**src/rtl/way_replace_ctrl.sv**
```systemverilog
// True-LRU way replacement for an 8-way cache: resolves hit way or miss victim onto way_out.
// Response 2 cycles after acceptance; req_ready is low while busy and while flush is sampled.
module way_replace_ctrl #(
  parameter int SET_BITS = 2,
  parameter int WAYS     = 8
) (
  input  logic                clk,
  input  logic                reset,
  input  logic                req_valid,
  output logic                req_ready,
  input  logic [SET_BITS-1:0] req_set,
  input  logic                req_hit,
  input  logic [2:0]          req_hit_way,
  input  logic                flush,
  output logic                rsp_valid,
  output logic [2:0]          way_out,
  output logic                rsp_was_evict
);

  localparam int NUM_SETS = 2**SET_BITS;

  typedef enum logic [1:0] {IDLE, SELECT, UPDATE} state_t;

  state_t              state, state_nxt;
  logic [WAYS-1:0]     valid [NUM_SETS];
  logic [2:0]          age   [NUM_SETS][WAYS];

  logic [SET_BITS-1:0] lat_set;
  logic                lat_hit;
  logic [2:0]          lat_way;
  logic [2:0]          sel_q;
  logic                evict_q;

  logic                accept;
  logic                do_flush;
  logic [2:0]          pick_way;
  logic                pick_evict;
  logic                found;
  logic [2:0]          sel_age;
  logic [2:0]          new_age [WAYS];

  always_comb begin
    state_nxt = state;
    req_ready = 1'b0;
    accept    = 1'b0;
    do_flush  = 1'b0;
    case (state)
      IDLE: begin
        req_ready = !flush;
        do_flush  = flush;
        accept    = req_valid && !flush;
        if (accept) state_nxt = SELECT;
      end
      SELECT:  state_nxt = UPDATE;
      UPDATE:  state_nxt = IDLE;
      default: state_nxt = IDLE;
    endcase
  end

  // Miss: lowest invalid way wins; only a full set falls back to the LRU way.
  always_comb begin
    pick_way   = 3'd0;
    pick_evict = 1'b0;
    found      = 1'b0;
    if (lat_hit) begin
      pick_way = lat_way;
    end else begin
      for (int w = WAYS-1; w >= 0; w--) begin
        if (!valid[lat_set][w]) begin
          pick_way = 3'(w);
          found    = 1'b1;
        end
      end
      if (!found) begin
        pick_evict = 1'b1;
        for (int w = 0; w < WAYS; w++) begin
          if (age[lat_set][w] == 3'd7) pick_way = 3'(w);
        end
      end
    end
  end

  // Ways younger than the selected one age by one; the selected way becomes MRU.
  always_comb begin
    sel_age = age[lat_set][sel_q];
    for (int w = 0; w < WAYS; w++) begin
      if (3'(w) == sel_q)
        new_age[w] = 3'd0;
      else if (age[lat_set][w] < sel_age)
        new_age[w] = age[lat_set][w] + 3'd1;
      else
        new_age[w] = age[lat_set][w];
    end
  end

  always_ff @(posedge clk or negedge reset) begin
    if (!reset) begin
      state         <= IDLE;
      lat_set       <= '0;
      lat_hit       <= 1'b0;
      lat_way       <= 3'd0;
      sel_q         <= 3'd0;
      evict_q       <= 1'b0;
      rsp_valid     <= 1'b0;
      way_out       <= 3'd0;
      rsp_was_evict <= 1'b0;
      for (int s = 0; s < NUM_SETS; s++) begin
        valid[s] <= '0;
        for (int w = 0; w < WAYS; w++) age[s][w] <= 3'(w);
      end
    end else begin
      state     <= state_nxt;
      rsp_valid <= 1'b0;
      if (do_flush) begin
        for (int s = 0; s < NUM_SETS; s++) valid[s] <= '0;
      end
      if (accept) begin
        lat_set <= req_set;
        lat_hit <= req_hit;
        lat_way <= req_hit_way;
      end
      if (state == SELECT) begin
        sel_q   <= pick_way;
        evict_q <= pick_evict;
      end
      if (state == UPDATE) begin
        for (int w = 0; w < WAYS; w++) age[lat_set][w] <= new_age[w];
        if (!lat_hit) valid[lat_set][sel_q] <= 1'b1;
        rsp_valid     <= 1'b1;
        way_out       <= sel_q;
        rsp_was_evict <= evict_q;
      end
    end
  end

endmodule

```
**config.mk**
```make
export PLATFORM = sky130hd
export DESIGN_NAME = way_replace_ctrl
export DESIGN_NICKNAME = d
export VERILOG_FILES = /design/src/rtl/way_replace_ctrl.sv
export SDC_FILE = /design/constraint.sdc
export NUM_CORES = 1
export LEC_CHECK = 0
export CAP_MARGIN = 0
export CORE_MARGIN = 1.5
export CORE_UTILIZATION = 30
export CTS_CLUSTER_SIZE = 24
export DETAILED_ROUTE_END_ITERATION = 16
export HOLD_SLACK_MARGIN = 0.08
export PLACE_DENSITY = 0.42
export SYNTH_ARGS = -nofsm -noshare
export SYNTH_HDL_FRONTEND = slang
export SYNTH_SLANG_ARGS = --single-unit
```
**constraint.sdc**
```tcl
create_clock -name clk -period 4.75 [get_ports clk]
set_input_delay 0.475 -clock clk [delete_from_list [all_inputs] [get_ports clk]]
set_output_delay 0.475 -clock clk [all_outputs]
set_load 0.01 [all_outputs]
```
# --- Word level (Yosys, flattened, before mapping) ---
# Cells that the tools add are included.
op_classes:
  addsub: 8
  magnitude_cmp: 13
  n_eq_ne: 18
  muxes: 91
  bitwise_logic: 3
  n_reduce_logical: 6
ops:
  columns: ["cell", "n"]
  rows:
  - ["bitwise mux 96 bit", 8]
  - ["demux 24 bit (select 2 bit)", 8]
  - ["2-to-1 mux 3 bit", 37]
  - ["2-to-1 mux 32 bit", 3]
  - ["2-to-1 mux 24 bit", 3]
  - ["binary-select mux 24 bit (select 2 bit)", 1]
  - ["bitwise OR 32 bit", 1]
  - ["adder 3 x 1 -> 3 bit, second input constant", 8]
  - ["equality test 3 bit, second input constant", 8]
  - ["less-than comparator 3 bit", 8]
  - ["2-to-1 mux 8 bit", 3]
  - ["2-to-1 mux 21 bit", 1]
  - ["2-to-1 mux 18 bit", 1]
  - ["binary-select mux 8 bit (select 2 bit)", 1]
  - ["demux 8 bit (select 2 bit)", 1]
  - ["2-to-1 mux 1 bit", 16]
  - ["2-to-1 mux 15 bit", 1]
  - ["equality test 3 bit, first input constant", 4]
  - ["2-to-1 mux 12 bit", 1]
  - ["binary-select mux 3 bit (select 3 bit)", 1]
  - ["2-to-1 mux 9 bit", 1]
  - ["equality test 2 x 3 -> 1 bit, first input constant", 2]
  - ["2-to-1 mux 6 bit", 1]
  - [">= comparator 4 bit, second input constant", 1]
  - ["17 further kinds", 19]
word_totals:
  reg_bits: 145
  in_bits: 10
  output_inout_bits: 6
  wordCells: 184

# --- Longest topological paths before layout ---
depth:
  word_depth: 22
  ltp_mapped: 12
  depth_no_buf: 9

# --- Worst setup path before layout ---
# OpenSTA, ideal clock, no wires.
synth_timing:
  path_kind: "reg2reg"
  start: "register lat_set[0]"
  end: "register age[1] (netlist name)"
  setup_time_ns: 0.084
  t_arrival_ns: 3.624
  path_slack_ns: 1.042
  path_stages_with_launch: 13
  n_path_buf: 3
  cell_sequence: "dfrtp_1 -> buf_6 -> buf_6 -> buf_2 -> mux4_2 -> mux4_2 -> mux2i_1 -> ha_1 -> o21a_1 -> o21ai_0 -> o32ai_1 -> a211oi_1 -> a21oi_1"
synth_via:
  elab_chain_len: 18
  elab_cells_between_ends: 59
  classes_between: "add/sub: 8; order compare: 10; mux: 39; bitwise: 1; reduce/logical: 1"
synth_lines:
  columns: ["element", "line_no", "text"]
  rows:
  - ["start: declaration", "28", "logic [SET_BITS-1:0] lat_set;"]
  - ["start signal: assignment", "118", "lat_set <= req_set;"]
  - ["NOT 2 -> 3 bit (not written as such) *", null, null]
  - ["binary-select mux 24 bit (select 2 bit)", null, null]
  - ["2-to-1 mux 24 bit (not written as such) (2 in series)", "89, 90, 92", null]
  - ["binary-select mux 3 bit (select 3 bit)", "85", "sel_age = age[lat_set][sel_q];"]
  - ["2-to-1 mux 3 bit (not written as such) (2 in series)", "85", null]
  - ["less-than comparator 3 bit", "89", "else if (age[lat_set][w] < sel_age)"]
  - ["2-to-1 mux 3 bit", "89", null]
  - ["2-to-1 mux 3 bit", "87", "if (3'(w) == sel_q)"]
  - ["bitwise mux 96 bit (7 in series)", "127", "for (int w = 0; w < WAYS; w++) age[lat_set][w] <= new_age[w];"]
  - ["bitwise mux 96 bit *", "127", null]
# Mark *: on every way between the ends. The rest lies on a longest branch, timed or not. The select of a mux whose other input is x is not followed.
# A chain may end at the register's enable or synchronous reset.

# --- Worst setup path in the final report ---
layout_timing:
  start: "register lat_set[0]"
  end: "register age[75] (netlist name)"
layout_via:
  elab_chain_len: 18
  elab_cells_between_ends: 59
  classes_between: "add/sub: 8; order compare: 10; mux: 39; bitwise: 1; reduce/logical: 1"
layout_lines:
  columns: ["element", "line_no"]
  rows:
  - ["NOT 2 -> 3 bit (not written as such) *", null]
  - ["binary-select mux 24 bit (select 2 bit)", null]
  - ["2-to-1 mux 24 bit (not written as such) (2 in series)", "89, 90, 92"]
  - ["binary-select mux 3 bit (select 3 bit)", "85"]
  - ["2-to-1 mux 3 bit (not written as such) (2 in series)", "85"]
  - ["less-than comparator 3 bit", "89"]
  - ["2-to-1 mux 3 bit", "89"]
  - ["2-to-1 mux 3 bit", "87"]
  - ["bitwise mux 96 bit (7 in series)", "127"]
  - ["bitwise mux 96 bit *", "127"]
# Marks and branches as above.

==> key figures <==
Outcome
  – Status: completed

Timing
  – Tcrit/Tclk final: between 80% and 90%
  – Crit path time final: 4.23 ns
  – Max_slew headroom: 16.2%
  – Final setup viols: 0
  – Setup TNS: 0 ns
  – RSZ-0062 raised after global routing: false
  – F_max: 236 MHz
  – Worst Skew: between 0.01 and 0.015 ns
  – Worst Slack Setup Final: 0.521 ns
  – Slew @ Worst Pin: around 1.3 ns
  – Final Hold Fails: 0
  – Final Max Tran Viols: 0

Power
  – Clock power share: 16.2%
  – Combinational Power Share: a little under 60%
  – Peak VDD IR: between 300 and 400 uV
  – Sw frac: roughly half
  – P_int: between 4000 and 5000 uW
  – Sequential share of power: 25.4%
  – Leakage power total: 0.00382 uW
  – NetSw: 4000 uW
  – PD cells: 866 mW/mm^2

Clock tree
  – Maximum clock path buffer count: 2
  – CTS tree: yes
  – Clock transition at the registers of the reported paths: around 0.060 ns
  – CTS Sinks: roughly 150
  – Root Buffer: clkbuf_16
  – CTS Buf Count: 17
  – Htree depth: 4
  – Worst skew pair latency: around 0.43 ns
  – Post-CTS Resized: 0

Synth
  – Mapped Nets: roughly 850
  – Top FF cell, synth: dfrtp_1
  – FF+latch count, synth: approximately 150
  – Top cells by area, synth: dfrtp_1 (29%), dfstp_2 (15%), mux4_2 (9.6%)
  – Post-synthesis sequential area ratio: 43.5%
  – Cell taking the most area after synthesis: dfrtp_1
  – Post-synth EDFFs: 0
  – Cell area after synthesis: 0.00847 sq mm
  – Synth top area share: 28.6%
  – Post-synthesis cell type count: 61
  – Ys Warns: 0
  – Asr flop ratio synth: 100%
  – Mapped Avg Cell Area: around 10 sq um
  – Post-Syn Instances: 809

Floorplanning
  – Die Height: roughly 170 um
  – Core ar.: roughly 0.028 sq mm
  – Initial core utilization: a little under a third
  – Site row count: 61
  – Die width: 171 um
  – Full die area: 0.0293 sq mm
  – IO Pins: 16

Route
  – First DRT Iteration DRCs: 495
  – Routed via count: 6750
  – Total wire length: around 26000 um
  – DRT Pass-1 Iters: 5
  – Routed len/inst: ~22 um
  – Post-DRT Antenna Nets: 0
  – Routed vias/inst: 5.62
  – DRC Markers: 0

GRT
  – Gr ovfl total: 0
  – First-pass GRT wire length: between 40000 and 50000 um
  – GRT Util Overall: about a fifth
  – Largest net degree at the start of global routing: 57
  – Initial antenna violation count: 0
  – Number of global-route vias before repair: roughly 7000

Finish
  – Layout Utilization: between 30% and 40%
  – Syn-to-layout area delta: 13.5%
  – ANT cells: 0
  – Net total in the final layout: 852
  – Share of layout cells above drive strength 1: approximately 23%

Critical path
  – WP data arrival: approximately 4.5 ns
  – R2r endpoint: age[75]
  – R2r startpoint: lat_set[0]
  – Worst EP required: 5.03 ns
  – Reg2reg setup slack: 0.52 ns
  – CP endpoint kind: register
  – Crit. Startpoint: lat_set[0]
  – Crit start category: register
  – CP Class: register to register
  – Worst-path fanout max: 21
  – R2R cell count: 11

Placement
  – RePlAce Congestion: between 0.7 and 0.8
  – Pre-CTS setup slack: between 0.5 and 0.6 ns
  – Port bufs: 15
  – Hpwl dp: 17400 um

Worst hold path
  – HP Class: register to register
  – Worst Hold Path Cells: 2
  – Hold Crit Endpoint: age[42]
  – Hold Crit Start: age[42]

Run
  – Maxcap violations: 0
how the worst max path moves through the flow:
stage / depth (start not counted) / slack, ns / to
final: 11 / 0.52 / age[75]
after CTS: 11 / 0.54 / age[75]
after floorplan: 12 / 1.04 / age[1]
after detailed placement: 10 / 0.54 / age[74]
after global routing: 11 / 0.23 / age[75]
after global placement: 10 / 0.67 / age[49]
layer usage:
| metal | wire, um | part of all wire [%] | up-vias | track usage, % |
|---|---|---|---|---|
| met5 | 0 | 0 | - | 0 |
| met4 | 370 | 1.4 | 0 | 5.26 |
| met3 | 1020 | 3.9 | 22 | 3.40 |
| met2 | 12800 | 49 | 190 | 32.1 |
| met1 | 12000 | 46 | 3449 | 24.8 |
| li1 | - | - | 3089 | - |
layout by cell type (no fill, tap or decap), types with 4 or more instances in the layout:
master	n
a211oi_1	64
a21oi_1	68
a22o_1	33
a31o_1	5
a31o_2	7
a31oi_1	6
a31oi_2	5
buf_4	24
clkbuf_16	17
clkdlybuf4s50_1	14
clkinv_4	4
dfrtp_1	95
dfstp_2	48
ha_1	32
inv_1	7
inv_6	6
mux2_2	6
mux4_2	36
nand2_1	68
nand2b_1	9
nand3_1	27
nand3b_1	4
nor2_1	97
nor3_1	9
nor4_1	5
nor4_2	8
o21ai_0	19
o22ai_1	4
o31ai_1	24
xnor2_1	6
worst max-delay path: stages (launching register included):
cell,delay [ns]
dfrtp_2,0.92
buf_4,0.31
mux4_2,0.57
mux4_2,0.48
mux2i_1,0.29
buf_4,0.24
ha_1,0.24
o21ai_0,0.19
nand2b_1,0.18
xnor2_1,0.16
a31oi_1,0.35
o31ai_1,0.13
final cells by class:
cell class / instances / area, sq um
repair buffers: 41 / 362
fillers: 2825 / 18200
multi-input cells: 598 / 4490
clock buffers: 18 / 429
well taps: 378 / 473
flip-flops and latches: 145 / 3690
clock inverters: 14 / 145
inverters: 7 / 26.3
registers in the layout, indices dropped and copies added (netlist names):
| signal | flops |
|---|---|
| state | 2 |
| lat_hit | 1 |
| age | 96 |
| way_out | 3 |
| lat_set | 2 |
| rsp_valid | 1 |
| rsp_was_evict | 1 |
| evict_q | 1 |
| lat_way | 3 |
| valid | 32 |
| sel_q | 3 |
cells by family after synthesis:
family                     count (synthesis)  share of synthesized area [%]
and+or+nand+nor                          258                           15.3
AOI/OAI and AO/OA                        256                           21.4
DFF                                      145                           43.5
buffers and inverters                     66                           3.65
muxes                                     44                           10.6
adders and majority gates                 32                           4.73
xor gates and xnor gates                   8                          0.827
through the flow:
| stage | std cells | power, uW | hold WS (ns) | instance area (sq um) |
|---|---|---|---|---|
| 4_1_cts | 1201 | 8350 | 0.473 | 9620 |
| 2_1_floorplan | 809 | 5710 | 0.179 | 8470 |
| 5_1_grt | 1201 | 9020 | 0.494 | 9620 |
| 3_3_place_gp | 1168 | 6840 | 0.382 | 9030 |
| 3_5_place_dp | 1168 | 6980 | 0.395 | 9030 |
| 6_report | 1201 | 8330 | 0.469 | 9620 |
Yosys cell counts (all sizes together), types with 3 or more instances:
master	count
clkbuf	38
nand3b	4
a22o	33
nor2b	3
inv	7
or3b	3
dfrtp	97
nand2b	9
ha	32
dfstp	48
a211oi	64
o211ai	3
o22ai	6
o21ai	21
nor3	11
a31o	12
xnor2	6
nand3	27
nor3b	5
nand2	69
nor4	16
o31ai	24
buf	21
mux2	6
or3	4
nor2	99
a31oi	11
a21oi	68
mux4	36
power groups by stage:
stage               logic, uW  registers, uW  clock network, uW
finish                   4870           2120               1350
global route             5410           2180               1430
CTS                      4850           2120               1380
detailed placement       4840           2140                  0
global placement         4720           2120                  0
floorplan                3720           1990                  0
timing repair:
item                                   CTS  global route
hold buffers                             1             0
endpoints found under the hold margin   34             0
setup buffers                            0             0
setup endpoints to repair                0             0
Note: power is estimated with default switching activity, not from simulation.
